File: config.mk
export PLATFORM = sky130hd
export DESIGN_NAME = reduce_nway_pipe
export DESIGN_NICKNAME = d
export VERILOG_FILES = /design/src/rtl/reduce_pkg.sv /design/src/rtl/reduce_stage.sv /design/src/rtl/reduce_nway_pipe.sv
export SDC_FILE = /design/constraint.sdc
export NUM_CORES = 1
export LEC_CHECK = 0
export ABC_AREA = 1
export BUFFER_PORTS_ARGS = -buffer_cell sky130_fd_sc_hd__buf_4
export CORE_UTILIZATION = 30
export DETAILED_ROUTE_END_ITERATION = 7
export GPL_TIMING_DRIVEN = 0
export PLACE_DENSITY = 0.5
export SLEW_MARGIN = 15
export SYNTH_ARGS = -nofsm -noshare
export SYNTH_HDL_FRONTEND = slang
export SYNTH_SLANG_ARGS = --single-unit
File: constraint.sdc
create_clock -name clk -period 1.33 [get_ports clk]
set_clock_uncertainty 0.1 [all_clocks]
set_input_delay 0 -clock clk [delete_from_list [all_inputs] [get_ports clk]]
set_output_delay 0 -clock clk [all_outputs]
set_load 0.01 [all_outputs]
File: src/rtl/reduce_pkg.sv
// -----------------------------------------------------------------------------
// reduce_pkg
// Shared definitions for the pipelined N-input bit-reduction unit:
//   - 2-bit reduction mode encodings
//   - ident()  : identity bit of a mode, used to pad the input word
//   - clog2()  : ceiling log2, elaboration-time helper
//   - lat_of() : pipeline depth (number of tree levels) for a given width
// -----------------------------------------------------------------------------
package reduce_pkg;

  localparam logic [1:0] MODE_OR  = 2'b00;
  localparam logic [1:0] MODE_AND = 2'b01;
  localparam logic [1:0] MODE_XOR = 2'b10;
  localparam logic [1:0] MODE_NOR = 2'b11;

  // Pad bits must not disturb the result: AND needs 1s, every other mode 0s
  // (NOR is an OR inside the tree, inverted only at the very end).
  function automatic logic ident(input logic [1:0] mode);
    return (mode == MODE_AND);
  endfunction

  function automatic int clog2(input int n);
    int r;
    r = 0;
    for (int i = 0; i < 31; i++) begin
      if ((1 << i) < n) r = i + 1;
    end
    return r;
  endfunction

  // A single-bit input still gets one register stage.
  function automatic int lat_of(input int w);
    return (clog2(w) < 1) ? 1 : clog2(w);
  endfunction

endpackage

File: src/rtl/reduce_stage.sv
// -----------------------------------------------------------------------------
// reduce_stage
// One level of the reduction tree: combines adjacent bit pairs of data_i with
// the mode operator and registers the IN_W/2-bit result together with the
// transaction's valid bit and mode. Advances only when en_i is high.
//
// Ports:
//   clk      rising-edge clock
//   rst_n    asynchronous active-low clear of all registers
//   en_i     global advance enable (hold when low)
//   valid_i  transaction valid entering this level
//   mode_i   reduction mode of the entering transaction
//   data_i   IN_W bits from the previous level
//   valid_o  registered valid
//   mode_o   registered mode
//   data_o   registered IN_W/2 reduced bits
// -----------------------------------------------------------------------------
module reduce_stage
  import reduce_pkg::*;
#(
  parameter int IN_W = 2
) (
  input  logic                clk,
  input  logic                rst_n,
  input  logic                en_i,
  input  logic                valid_i,
  input  logic [1:0]          mode_i,
  input  logic [IN_W-1:0]     data_i,
  output logic                valid_o,
  output logic [1:0]          mode_o,
  output logic [IN_W/2-1:0]   data_o
);

  localparam int OUT_W = IN_W / 2;

  logic [OUT_W-1:0] data_d;
  logic [OUT_W-1:0] data_q;
  logic             valid_q;
  logic [1:0]       mode_q;

  // NOR shares the OR tree; its inversion happens once at the top level.
  always_comb begin
    data_d = '0;
    for (int i = 0; i < OUT_W; i++) begin
      case (mode_i)
        MODE_AND: data_d[i] = data_i[2*i] & data_i[2*i+1];
        MODE_XOR: data_d[i] = data_i[2*i] ^ data_i[2*i+1];
        default:  data_d[i] = data_i[2*i] | data_i[2*i+1];
      endcase
    end
  end

  always_ff @(posedge clk or negedge rst_n) begin
    if (!rst_n) begin
      valid_q <= 1'b0;
      mode_q  <= MODE_OR;
      data_q  <= '0;
    end else if (en_i) begin
      valid_q <= valid_i;
      mode_q  <= mode_i;
      data_q  <= data_d;
    end
  end

  assign valid_o = valid_q;
  assign mode_o  = mode_q;
  assign data_o  = data_q;

endmodule

File: src/rtl/reduce_nway_pipe.sv
// -----------------------------------------------------------------------------
// reduce_nway_pipe
// Pipelined WIDTH-input bit reduction (OR / AND / XOR / NOR selected per
// transaction). The word is padded to a power of two with the mode's identity
// bit and reduced by a balanced binary tree with one register stage per level,
// so latency is LAT = max(1, ceil(log2(WIDTH))) cycles. A single global stall
// (en = out_ready | ~out_valid) freezes every stage while the output is held.
//
// Ports:
//   clk        rising-edge clock
//   rst_n      asynchronous active-low reset, flushes all in-flight words
//   in_valid   in_data/in_mode valid
//   in_ready   unit accepts the input this cycle (0 while in reset)
//   in_data    WIDTH-bit word to reduce
//   in_mode    00 OR, 01 AND, 10 XOR, 11 NOR
//   out_valid  out_bit/out_mode valid
//   out_ready  downstream accepts the output this cycle
//   out_bit    reduction result
//   out_mode   mode the result was computed with
// -----------------------------------------------------------------------------
module reduce_nway_pipe
  import reduce_pkg::*;
#(
  parameter int WIDTH = 8
) (
  input  logic             clk,
  input  logic             rst_n,
  input  logic             in_valid,
  output logic             in_ready,
  input  logic [WIDTH-1:0] in_data,
  input  logic [1:0]       in_mode,
  output logic             out_valid,
  input  logic             out_ready,
  output logic             out_bit,
  output logic [1:0]       out_mode
);

  localparam int LAT = lat_of(WIDTH);
  localparam int PW  = 1 << LAT;  // padded width; 2 even for WIDTH=1

  logic en;
  assign en       = out_ready | ~out_valid;
  assign in_ready = rst_n & en;

  logic [PW-1:0] pad_d;
  always_comb begin
    pad_d              = {PW{ident(in_mode)}};
    pad_d[WIDTH-1:0]   = in_data;
  end

  // All tree levels live in one flat vector: the padded word occupies the low
  // PW bits, and each level's output follows at offset 2*PW - (level width).
  logic [2*PW-2:0]     node;
  logic [LAT:0]        vld;
  logic [LAT:0][1:0]   md;

  assign node[PW-1:0] = pad_d;
  assign vld[0]       = in_valid & in_ready;
  assign md[0]        = in_mode;

  for (genvar k = 0; k < LAT; k++) begin : g_lvl
    localparam int IW      = PW >> k;
    localparam int IN_OFF  = 2*PW - 2*IW;
    localparam int OUT_OFF = 2*PW - IW;

    reduce_stage #(
      .IN_W (IW)
    ) u_stage (
      .clk     (clk),
      .rst_n   (rst_n),
      .en_i    (en),
      .valid_i (vld[k]),
      .mode_i  (md[k]),
      .data_i  (node[IN_OFF +: IW]),
      .valid_o (vld[k+1]),
      .mode_o  (md[k+1]),
      .data_o  (node[OUT_OFF +: IW/2])
    );
  end

  assign out_valid = vld[LAT];
  assign out_mode  = md[LAT];
  assign out_bit   = (md[LAT] == MODE_NOR) ? ~node[2*PW-2] : node[2*PW-2];

endmodule
==> flow_metrics.tcl <==
set metrics [dict create \
    io_buffers 18 \
    antenna_found_initial 0 \
    holdCritPathClass "in2async" \
    cts-root-buf "clkbuf_8" \
    startpoint_type "flop" \
    area_growth_syn_to_layout_pct 26.7 \
    layout.nets 213 \
    grt_pass1_vias 883 \
    p_leak_nw 0.848 \
    vdd_drop_max_v 0.000341 \
    p_per_area_nw_per_um2 1290 \
    cpLargestDelayFamily "flip-flops" \
    coreArea_sq_um 3470 \
    final_cells 224 \
    crit_required_ns 1.38 \
    drtIter0Drc 21 \
    yosysWarnings 0 \
    drt-wirelength-per-cell_microns 8.75 \
    fillCellCount 383 \
    rrSetupSlack_ns 0.09 \
    place_congestion 0.747 \
    rsz0062_at_grt "false" \
    cap_violations 0 \
    viasPerCell 4.15 \
    place_inst 215 \
    wirelength_microns 1960 \
    multi_input_area_sq_um 573 \
    grt_pass1_wl_microns 3530 \
    seq_area_sq_um 400 \
    drive_gt1_share_pct 17.4 \
    synthesis.nets 185 \
    min_period_ns 1.24 \
    avgSynthCellArea_sq_um 7.44 \
    cpPeakStageDelay_ns 0.37 \
    synth_cell_type_count 12 \
    clk_latency_ns 0.25 \
    worst-path-max-fanout 3 \
    tightest_slew_ns 0.221 \
    yosys.area.top_type "dfrtp_1" \
    grt_usage_pct 11.5 \
    die_w_microns 63.2 \
    die_h_microns 63.2 \
    ys_seq_area_share_pct 35.6 \
    io_pins 19 \
    synthTopCellsByArea "dfrtp_1 36%, ha_1 22%, nand2_1 18%" \
    clockBufferDepth 2 \
    setup_viol_count_final 0 \
    syn_area_sq_um 1120 \
    start_util_pct 32.4 \
    detail-route-antenna-nets 0 \
    die_area_sq_um 3990 \
    finalPower_mw 1.83 \
    layout_setup_ws_ns 0.0877 \
    final_util_pct 41.1 \
    slowest_stage "dfrtp_1" \
    grt_max_degree 18 \
    finalCritPeriodShare_pct 93.4 \
    dr.pass1.iters 4 \
    dr_total_vias 930 \
    drc 0 \
    slew_violations 0 \
    h-tree-depth 1 \
    setup-tns-final_ns 0 \
    cts_buffers 3 \
    worstSetupEndpointType "flop" \
    clk_pin_slew_ns 0.06 \
    clkSinkCount 16 \
    worstPathCellList "inv_1 > ha_1 > inv_1 > nand3_1 > nand2_1 > nand2_1" \
    overflow 0 \
    fmax_ghz 0.805 \
    rows 21 \
    yosysTopAreaCellShare_pct 35.6 \
    n_antenna_cell 0 \
    syn_inst 151 \
    hold_violations 0 \
    outcome "complete, no violations" \
    cts_tree "yes" \
    dp_hpwl_microns 1520 \
    crit_buf_inv 2 \
    arrival_ns 1.29 \
    dpl_worst_slack_ns 0.0849 \
    slew_headroom_pct 85.3 \
    worstSetupPathType "reg2reg" \
    synth-seq-cells 16 \
]
[power breakdown]
part	internal, mW	switching, mW	total [mW]
Sequential	0.622	0.0961	0.718
Combinational	0.326	0.358	0.685
Clock	0.263	0.170	0.433
[worst paths after layout]
check,start,endpoint,depth (start not counted)
max,g_lvl[0].u_stage.mode_o[0]$_DFFE_PN0P_,g_lvl[1].u_stage.data_o[0]$_DFFE_PN0P_,6
min,rst_n,g_lvl[1].u_stage.data_o[0]$_DFFE_PN0P_,2
max reg2reg,g_lvl[0].u_stage.mode_o[0]$_DFFE_PN0P_,g_lvl[1].u_stage.data_o[0]$_DFFE_PN0P_,6
min reg2reg,g_lvl[1].u_stage.valid_o$_DFFE_PN0P_,g_lvl[2].u_stage.valid_o$_DFFE_PN0P_,2
max in group asynchronous,rst_n,g_lvl[0].u_stage.valid_o$_DFFE_PN0P_,2
min in group clk,out_ready,g_lvl[2].u_stage.valid_o$_DFFE_PN0P_,5
[area by class of cell]
class | count | share of cell area, %
Buffer | 3 | 1.93
Clock buffer | 4 | 3.87
Inverter | 34 | 8.96
Multi-Input combinational cell | 98 | 40.2
Sequential cell | 16 | 28.1
Tap cell | 46 | 4.04
Timing Repair Buffer | 23 | 12.8
[cell usage after synthesis]
master and n:
xnor2_1 1, nand3_1 7, inv_1 33, buf_6 2, nor2_2 1, o21ai_1 7, ha_1 20, nand2_1 54
inv_2 1, nor2_1 8, buf_2 1, dfrtp_1 16
[metrics by stage]
| step | hold slack (ns) | area, sq um |
|---|---|---|
| 6_report | 0.0403 | 1420 |
| 5_1_grt | 0.0543 | 1420 |
| 4_1_cts | 0.0381 | 1410 |
| 3_5_place_dp | -0.222 | 1320 |
| 3_3_place_gp | -0.226 | 1320 |
| 2_1_floorplan | -0.396 | 1120 |
[layer usage]
layer / GRT usage, % / routed length (microns) / vias up
met2: 19.6 / 947 / 21
li1: - / - / 497
met5: 0 / 0 / -
met3: 2.17 / 67 / 5
met4: 6.82 / 57 / 0
met1: 13.2 / 885 / 407
[placed cells by master, fill, tap and decap left out]
master         instances
o21ai_1                7
nor2_1                 7
ha_1                  19
dlygate4sd3_1          4
clkbuf_8               4
buf_4                 19
dfrtp_1               16
ha_2                   1
xnor2_1                1
nand2_1               54
inv_1                 32
nor2_2                 2
inv_2                  2
buf_6                  2
nand3_1                7
buf_2                  1
[registers in the layout (all words and copies together) (netlist names)]
signal and count:
g_lvl.u_stage.data_o 7, g_lvl.u_stage.valid_o 3, g_lvl.u_stage.mode_o 6
[kinds of logic after synthesis]
group | Yosys count | synth area share, %
compound gates | 7 | 3.12
fa+ha+maj | 20 | 22.3
simple gates | 70 | 24.4
buf+inv | 37 | 13.8
xor+xnor | 1 | 0.780
flops | 16 | 35.6
[worst register-to-register path, delay by kind of cell, from the launching register on]
kind | cells | cell delay (ns)
DFF | 1 | 0.37
adders and majority gates | 1 | 0.33
buffers and inverters | 2 | 0.14
and+or+nand+nor | 3 | 0.20
[timing repair]
item | CTS | global route
endpoints found under the setup margin | 0 | 7
hold buffers | 4 | 0
resized for setup | 0 | 3
endpoints found under the hold margin | 19 | 0
setup buffers | 0 | 1
(Power assumes the default switching activity.)
